==> src/rtl/multi_zero_run_detector.sv <==
// Multi-channel Mealy detector: flags a 0 that ends a run of at least
// min_run consecutive 1s on each serial channel, reports the run length
// and keeps a saturating aggregate hit count.
module multi_zero_run_detector #(
  parameter int unsigned CHANNELS = 4,
  parameter int unsigned CNT_W    = 4,
  parameter int unsigned HIT_W    = 16
) (
  input  logic                      clock,
  input  logic                      reset,
  input  logic                      clear,
  input  logic                      en,
  input  logic [CNT_W-1:0]          min_run,
  input  logic [CHANNELS-1:0]       x_in,
  output logic [CHANNELS-1:0]       y_out,
  output logic [CHANNELS-1:0]       y_reg,
  output logic [CHANNELS*CNT_W-1:0] run_len,
  output logic [HIT_W-1:0]          hit_count
);

  localparam int unsigned POP_W = $clog2(CHANNELS + 1);
  localparam int unsigned SUM_W = ((HIT_W > POP_W) ? HIT_W : POP_W) + 1;
  localparam logic [CNT_W-1:0] CNT_MAX = '1;
  localparam logic [HIT_W-1:0] HIT_MAX = '1;

  typedef enum logic [1:0] {
    IDLE  = 2'd0,
    RUN   = 2'd1,
    ARMED = 2'd2
  } state_t;

  state_t           state_q [CHANNELS];
  state_t           state_d [CHANNELS];
  logic [CNT_W-1:0] cnt_q   [CHANNELS];
  logic [CNT_W-1:0] cnt_d   [CHANNELS];
  logic [CNT_W:0]   cnt_wide[CHANNELS];
  logic [CNT_W-1:0] cnt_sat [CHANNELS];
  logic [CNT_W-1:0] len_q   [CHANNELS];

  logic [CNT_W-1:0] min_eff;
  logic [CNT_W:0]   min_eff_w;
  logic [POP_W-1:0] pop;
  logic [SUM_W-1:0] hit_sum;
  logic [HIT_W-1:0] hit_d;

  // A zero threshold behaves as a threshold of one.
  assign min_eff   = (min_run == '0) ? CNT_W'(1) : min_run;
  assign min_eff_w = {1'b0, min_eff};

  // Per-channel next state, counter and Mealy detect.
  always_comb begin
    for (int i = 0; i < CHANNELS; i++) begin
      state_d[i]  = state_q[i];
      cnt_d[i]    = cnt_q[i];
      y_out[i]    = 1'b0;
      cnt_wide[i] = {1'b0, cnt_q[i]} + (CNT_W+1)'(1);
      cnt_sat[i]  = cnt_wide[i][CNT_W] ? CNT_MAX : cnt_wide[i][CNT_W-1:0];
      if (en) begin
        case (state_q[i])
          IDLE: begin
            if (x_in[i]) begin
              cnt_d[i]   = CNT_W'(1);
              state_d[i] = (min_eff == CNT_W'(1)) ? ARMED : RUN;
            end else begin
              cnt_d[i]   = '0;
            end
          end
          RUN: begin
            if (x_in[i]) begin
              cnt_d[i]   = cnt_sat[i];
              state_d[i] = (cnt_wide[i] >= min_eff_w) ? ARMED : RUN;
            end else begin
              cnt_d[i]   = '0;
              state_d[i] = IDLE;
            end
          end
          ARMED: begin
            if (x_in[i]) begin
              cnt_d[i]   = cnt_sat[i];
            end else begin
              y_out[i]   = 1'b1;
              cnt_d[i]   = '0;
              state_d[i] = IDLE;
            end
          end
          default: begin
            cnt_d[i]   = '0;
            state_d[i] = IDLE;
          end
        endcase
      end
    end
  end

  // Number of channels detecting this cycle and the saturated new total.
  always_comb begin
    pop = '0;
    for (int i = 0; i < CHANNELS; i++) begin
      pop = pop + POP_W'(y_out[i]);
    end
    hit_sum = SUM_W'(hit_count) + SUM_W'(pop);
    hit_d   = (hit_sum > SUM_W'(HIT_MAX)) ? HIT_MAX : hit_sum[HIT_W-1:0];
  end

  // Channel state and counter registers.
  always_ff @(posedge clock or negedge reset) begin
    if (!reset) begin
      for (int i = 0; i < CHANNELS; i++) begin
        state_q[i] <= IDLE;
        cnt_q[i]   <= '0;
      end
    end else if (clear) begin
      for (int i = 0; i < CHANNELS; i++) begin
        state_q[i] <= IDLE;
        cnt_q[i]   <= '0;
      end
    end else begin
      for (int i = 0; i < CHANNELS; i++) begin
        state_q[i] <= state_d[i];
        cnt_q[i]   <= cnt_d[i];
      end
    end
  end

  // Registered detect, captured run lengths and aggregate hit count.
  always_ff @(posedge clock or negedge reset) begin
    if (!reset) begin
      y_reg     <= '0;
      hit_count <= '0;
      for (int i = 0; i < CHANNELS; i++) len_q[i] <= '0;
    end else if (clear) begin
      y_reg     <= '0;
      hit_count <= '0;
      for (int i = 0; i < CHANNELS; i++) len_q[i] <= '0;
    end else if (en) begin
      y_reg     <= y_out;
      hit_count <= hit_d;
      for (int i = 0; i < CHANNELS; i++) begin
        if (y_out[i]) len_q[i] <= cnt_q[i];
      end
    end else begin
      y_reg     <= '0;
    end
  end

  // Flatten captured lengths onto the run_len bus.
  for (genvar g = 0; g < CHANNELS; g++) begin : g_len
    assign run_len[g*CNT_W +: CNT_W] = len_q[g];
  end

endmodule

==> config.mk <==
export PLATFORM = sky130hd
export DESIGN_NAME = multi_zero_run_detector
export DESIGN_NICKNAME = d
export VERILOG_FILES = /design/src/rtl/multi_zero_run_detector.sv
export SDC_FILE = /design/constraint.sdc
export NUM_CORES = 1
export LEC_CHECK = 0
export ABC_AREA = 1
export BUFFER_PORTS_ARGS = -buffer_cell sky130_fd_sc_hd__buf_2
export CORE_ASPECT_RATIO = 1.2
export CORE_MARGIN = 2
export CORE_UTILIZATION = 60
export DETAILED_ROUTE_END_ITERATION = 10
export HOLD_SLACK_MARGIN = 0.08
export PLACE_DENSITY_LB_ADDON = 0.1
export SETUP_SLACK_MARGIN = 0.2
export SLEW_MARGIN = 0
export SYNTH_ARGS = -nofsm -noshare
export SYNTH_HDL_FRONTEND = slang
export SYNTH_SLANG_ARGS = --single-unit
==> constraint.sdc <==
create_clock -name clock -period 4.65 [get_ports clock]
set_input_delay 0.465 -clock clock [delete_from_list [all_inputs] [get_ports clock]]
set_output_delay 0.465 -clock clock [all_outputs]
set_load 0.01 [all_outputs]
==> qor.txt, run 1 <==
Antenna Nets Post-Route -> 0
Syn_nets -> 592
Simple-gate area share of the yosys netlist -> 29.1%
Leak -> 2.54 nW
Fin. max-slew vios -> 0
Synth Area in Compound Gates -> 9.09%
Reg-to-Reg Start -> state_q[6]
Buffer count from post-CTS setup fixing -> 0
CP arrival -> 3620 ps
Initial antenna violation count -> 0
Gate power share -> 11.7%
Hold-fix buffer count after cts -> 0
Post-synthesis mux area share -> 0%
Max_cap viols -> 0
Final #Nets -> 647
Final Critical Period -> 3370 ps
Total power -> 1.13 mW
Crit. End Element -> register
Die Span Y -> 94.6 um
DRT Pass-1 Iters -> 4
Part of the power in registers -> 47.7%
Clock transition at path regs -> 70 ps
Synthesized area per cell -> 7.59 um2
Die W -> 79.5 um
CTS Buf Count -> 9
Largest net degree at the start of global routing -> 61
Area of the multi-input gates -> 2190 um2
Net Sw Frac -> 27.6%
Yosys reg bits -> 60
Global route overflow -> 0
Worst Clk Skew -> 8.20 ps
Slew headroom -> 31.1%
Run status -> finished clean
Placed cell count -> 671
Clk_lat worst skew -> 340 ps
Core area -> 6730 um2
Pint -> 0.818 mW
Root Driver -> clkbuf_8
Final setup violation count -> 0
Final wirelength -> 9680 um
Area share of fa/ha/maj cells after synthesis -> 12.8%
PD cells -> 245 nW/um2
Drt initial violations -> 216
GPL Wtd Cong -> 0.850
WL/cell -> 14.1 um
Total negative slack -> 0 ps
Largest family of logic cells by synthesized area -> simple AND/OR/NAND/NOR gates
Max VDD drop -> 0.154 mV
CTS tree -> done
FP Rows -> 33
HP Class -> primary input to async pin
CP Max Fanout -> 12
Final core occ -> 68.5%
Post-Synth XOR/XNOR Area -> 2.35%
CP Class -> register to register
Max Fclk -> 296 MHz
Vias per cell -> 5.40
Final HPWL DP -> 7070 um
Clock buffer depth -> 2
Worst setup margin -> 1280 ps
DP Worst Slack -> 1340 ps
Crit start category -> register
Initial core utilization -> 60.9%
Via count -> 3707
Vias in the first global route -> 3754
Filler cell count -> 581
Clock group share of total power -> 40.6%
Area occupied by registers -> 1500 um2
Area added between synthesis and finish -> 12.4%
PortBufs -> 51
Reg2reg path depth -> 17
IO Count -> 52
Reg-to-Reg End -> hit_count[8]
Hold Vio Cnt, Final -> 0
DRC viols -> 0
H-tree Lvls -> 3
Clock net sink count -> 60
Final period util -> 72.6%
Number of diodes -> 0
First-pass GRT wire length -> 16700 um
Layout cells sized above 1 -> 17.5%
Post-cts sizing count -> 0
Non-filler cells, final -> 687
GRT Util Overall -> 28.8%
Post-Syn Area -> 4100 um2
Worst R2R Setup Slack -> 1280 ps
Worst path required time -> 4900 ps
Slew @ Worst Pin -> 1030 ps
Netlist cell types -> 34
Die area -> 7510 um2
Gate Count Post-Synth -> 540
Register area share after synthesis -> 36.6%
Net switching power -> 0.313 mW
Ys Warns -> 0
Unrepaired setup endpoints after global routing -> no
worst max-delay path by stage:
stage / start / endpoint / slack (ps) / cells after the start
finish: state_q[6] / hit_count[8] / 1280 / 17
CTS: state_q[6] / hit_count[8] / 1310 / 17
global route: state_q[6] / hit_count[7] / 1080 / 17
floorplan: en / hit_count[4] / 1740 / 17
global placement: en / hit_count[8] / 1410 / 16
detailed placement: en / hit_count[8] / 1340 / 16
metrics by stage:
step | area [um2] | hold slack, ps
after floorplan | 4100 | 169
after global placement | 4420 | 500
after detailed placement | 4420 | 504
after CTS | 4610 | 307
after global routing | 4610 | 359
final | 4610 | 276
layout make-up:
type                            instances  share of cell area, %
Clock buffer                           11                   2.85
Clock inverter                          5                   1.14
Inverter                               96                   7.88
Multi-Input combinational cell        376                   47.5
Sequential cell                        60                   32.6
Tap cell                               87                   2.36
Timing Repair Buffer                   52                   5.70
critical path, cell delays in order (launching register included):
cell and delay, ps:
dfrtp_1 390, inv_1 80, ha_1 220, nand3_1 200
inv_1 120, fa_1 540, inv_1 50, fa_1 390
inv_1 100, fa_1 210, nand2_2 80, inv_2 80
nand2_2 80, nor2_4 130, nand3_2 260, nand3_1 150
nand2_1 70, o21ai_0 130
routing by layer:
metal	vias to the layer above	part of all wire (%)	GRT usage, %
li1	1836	-	-
met1	1736	43	35.2
met2	109	49	48.7
met3	26	4.7	5.45
met4	0	3.2	13.8
met5	-	0	0
kinds of logic after synthesis:
family | count (synthesis)
AND/OR/NAND/NOR | 264
adder cells (fa/ha/maj) | 40
flip-flops | 60
AO/OA/AOI/OAI | 61
buffers and inverters | 104
XOR/XNOR | 11
synthesized netlist by cell type, drive strengths merged:
cell type | instances | share of area (%)
nand2 | 154 | 14
inv | 96 | 8.8
dfrtp | 60 | 37
nand3 | 42 | 5.4
nor2 | 40 | 4.6
ha | 37 | 11
o21ai | 31 | 4.3
nand4 | 15 | 2.3
o22ai | 14 | 2.1
xor2 | 10 | 2.1
a21oi | 7 | 0.95
buf | 6 | 1.0
o211ai | 6 | 1.1
nor3 | 5 | 1.4
or2 | 5 | 0.76
and2 | 3 | 0.46
fa | 3 | 1.5
clkbuf | 2 | 0.18
o221ai | 2 | 0.43
a31oi | 1 | 0.15
xnor2 | 1 | 0.21
cell usage in the layout, fill, tap and decap left out, drive strengths merged:
cell / instances
nand2: 154
inv: 96
dfrtp: 60
buf: 52
nand3: 42
nor2: 40
ha: 37
o21ai: 31
nand4: 15
o22ai: 14
clkbuf: 11
xor2: 10
a21oi: 7
o211ai: 6
or2: 5
nor3: 5
and2: 3
fa: 3
clkinv: 3
o221ai: 2
a31oi: 1
xnor2: 1
clkinvlp: 1
bufinv: 1
power groups by stage:
stage / clock, mW / sequential, mW / combinational [mW]
2_1_floorplan: 0 / 0.547 / 0.0909
3_3_place_gp: 0 / 0.549 / 0.128
3_5_place_dp: 0 / 0.549 / 0.133
4_1_cts: 0.464 / 0.540 / 0.134
5_1_grt: 0.484 / 0.541 / 0.154
6_report: 0.459 / 0.540 / 0.132
Note: power is estimated with default switching activity, not from simulation.
==> run 2, diff against run 1 <==
--- a/config.mk
+++ b/config.mk
@@ -9,7 +9,7 @@
 export BUFFER_PORTS_ARGS = -buffer_cell sky130_fd_sc_hd__buf_2
 export CORE_ASPECT_RATIO = 1.2
 export CORE_MARGIN = 2
-export CORE_UTILIZATION = 60
+export CORE_UTILIZATION = 59
 export DETAILED_ROUTE_END_ITERATION = 10
 export HOLD_SLACK_MARGIN = 0.08
 export PLACE_DENSITY_LB_ADDON = 0.1
==> constraint.sdc (replaced) <==
create_clock -name clock -period 3.3 [get_ports clock]
set_input_delay 0.33 -clock clock [delete_from_list [all_inputs] [get_ports clock]]
set_output_delay 0.33 -clock clock [all_outputs]
set_load 0.01 [all_outputs]
==> qor.txt, run 2 (same netlist as run 1, synthesis figures left out) <==
Final HPWL DP -> 7380 um
Final Critical Period -> 2910 ps
Root Driver -> clkbuf_8
CTS tree -> done
Final period util -> 88.1%
Worst R2R Setup Slack -> 390 ps
Run status -> finished clean
Initial core utilization -> 60.6%
Max VDD drop -> 0.268 mV
Hold Vio Cnt, Final -> 0
HP Class -> primary input to register
Most common cell after layout, fill and taps aside -> nand2_1
Max Fclk -> 344 MHz
Crit. End Element -> register
PortBufs -> 51
Worst path required time -> 3530 ps
Layout cells sized above 1 -> 19.9%
Die area -> 7640 um2
Clock net sink count -> 60
Hold Slack -> 371 ps
Reg2reg path depth -> 17
DRC viols -> 0
DRT Pass-1 Iters -> 4
GPL Wtd Cong -> 0.873
Leak -> 2.60 nW
PD cells -> 326 nW/um2
Crit start category -> register
Placed Instance Area -> 4460 um2
CP Max Fanout -> 6
GRT Util Overall -> 28.0%
Vias in the first global route -> 3648
Total power -> 1.54 mW
Worst setup margin -> 391 ps
DP Worst Slack -> 151 ps
Reg-to-Reg End -> hit_count[7]
Placed cell count -> 676
CP startpoint -> state_q[0]
IO Count -> 52
First-pass GRT wire length -> 16500 um
Area added between synthesis and finish -> 15.1%
Number of diodes -> 0
Clock buffer depth -> 2
Max_cap viols -> 0
Via count -> 3789
Clock transition at path regs -> 70 ps
Slew @ Worst Pin -> 455 ps
Global route overflow -> 0
Non-filler cells, final -> 700
Drt initial violations -> 160
Final wirelength -> 9850 um
Slew headroom -> 69.7%
Vias per cell -> 5.41
Initial antenna violation count -> 0
Total negative slack -> 0 ps
Die W -> 80.1 um
CP arrival -> 3130 ps
Final #Nets -> 660
Final setup violation count -> 0
Reg-to-Reg Start -> state_q[0]
Core area -> 6770 um2
CTS Buf Count -> 9
Clk_lat worst skew -> 340 ps
WL/cell -> 14.1 um
Final core occ -> 69.7%
Antenna Nets Post-Route -> 0
Fin. max-slew vios -> 0
Commonest cells after routing, fill and taps aside -> nand2_1, inv_1, dfrtp_1, buf_2, nand3_1
CP Class -> register to register
Unrepaired setup endpoints after global routing -> no
Die Span Y -> 95.3 um
Post-route cell area -> 4720 um2
Largest net degree at the start of global routing -> 24
Worst Clk Skew -> 9.78 ps
FP Rows -> 33
Worst Setup EP -> hit_count[7]
H-tree Lvls -> 3
-- run 2: cell types whose count changed in the layout (fill, tap and decap cells not counted), sizes merged --
| cell | previous run | this run |
|---|---|---|
| bufinv | 1 | 0 |
| dlygate4sd3 | 0 | 1 |
| nand3 | 42 | 43 |
| clkinv | 3 | 4 |
| buf | 52 | 63 |
-- run 2: worst max-delay path, cell delays in order, from the launching register on --
cell and delay [ps]:
dfrtp_1 420, inv_1 100, ha_1 160, inv_2 50, nor3_4 230, fa_1 440
inv_1 80, fa_2 200, inv_2 50, fa_2 370, nand2_2 100, inv_2 50
nand2_2 90, nor2_4 60, nand3_4 100, nand2_1 60, o21ai_0 150, nand2_1 70
-- run 2: power by group --
group	internal, mW	leakage (nW)	switching, mW
clock	0.287	0.0889	0.291
sequential	0.746	0.833	0.0134
combinational	0.0717	1.68	0.129
-- run 2: final cells by class --
| class | count | area [um2] |
|---|---|---|
| clock buffers | 11 | 141 |
| clock inverters | 5 | 27.5 |
| multi-input cells | 377 | 2220 |
| well taps | 87 | 109 |
| fillers | 589 | 2050 |
| flip-flops and latches | 60 | 1500 |
| repair buffers | 64 | 355 |
| inverters | 96 | 363 |
-- run 2: how the worst min path moves through the flow --
| stage | start | endpoint | depth (start not counted) |
|---|---|---|---|
| 2_1_floorplan | reset | cnt_q[0] | 0 |
| 3_3_place_gp | reset | hit_count[4] | 1 |
| 3_5_place_dp | reset | hit_count[4] | 1 |
| 4_1_cts | x_in[3] | y_reg[3] | 4 |
| 5_1_grt | x_in[3] | y_reg[3] | 4 |
| 6_report | x_in[3] | y_reg[3] | 4 |
-- run 2: per-layer routing --
layer | GRT usage [%] | part of all wire, % | vias to the layer above | wire [um]
met2 | 47.9 | 49 | 94 | 4810
met5 | 0 | 0 | - | 0
met3 | 5.30 | 5.6 | 21 | 550
met1 | 35.1 | 43 | 1802 | 4240
met4 | 10.7 | 2.5 | 0 | 248
li1 | - | - | 1872 | -
-- run 2: timing repair --
| action | 4_1_cts | 5_1_grt |
|---|---|---|
| pin swaps | 0 | 2 |
| hold endpoints to repair | 17 | 0 |
| hold buffers | 1 | 0 |
| gates cloned | 0 | 1 |
| setup buffers | 0 | 6 |
| gates resized for setup | 2 | 5 |
| endpoints found under the setup margin | 2 | 16 |
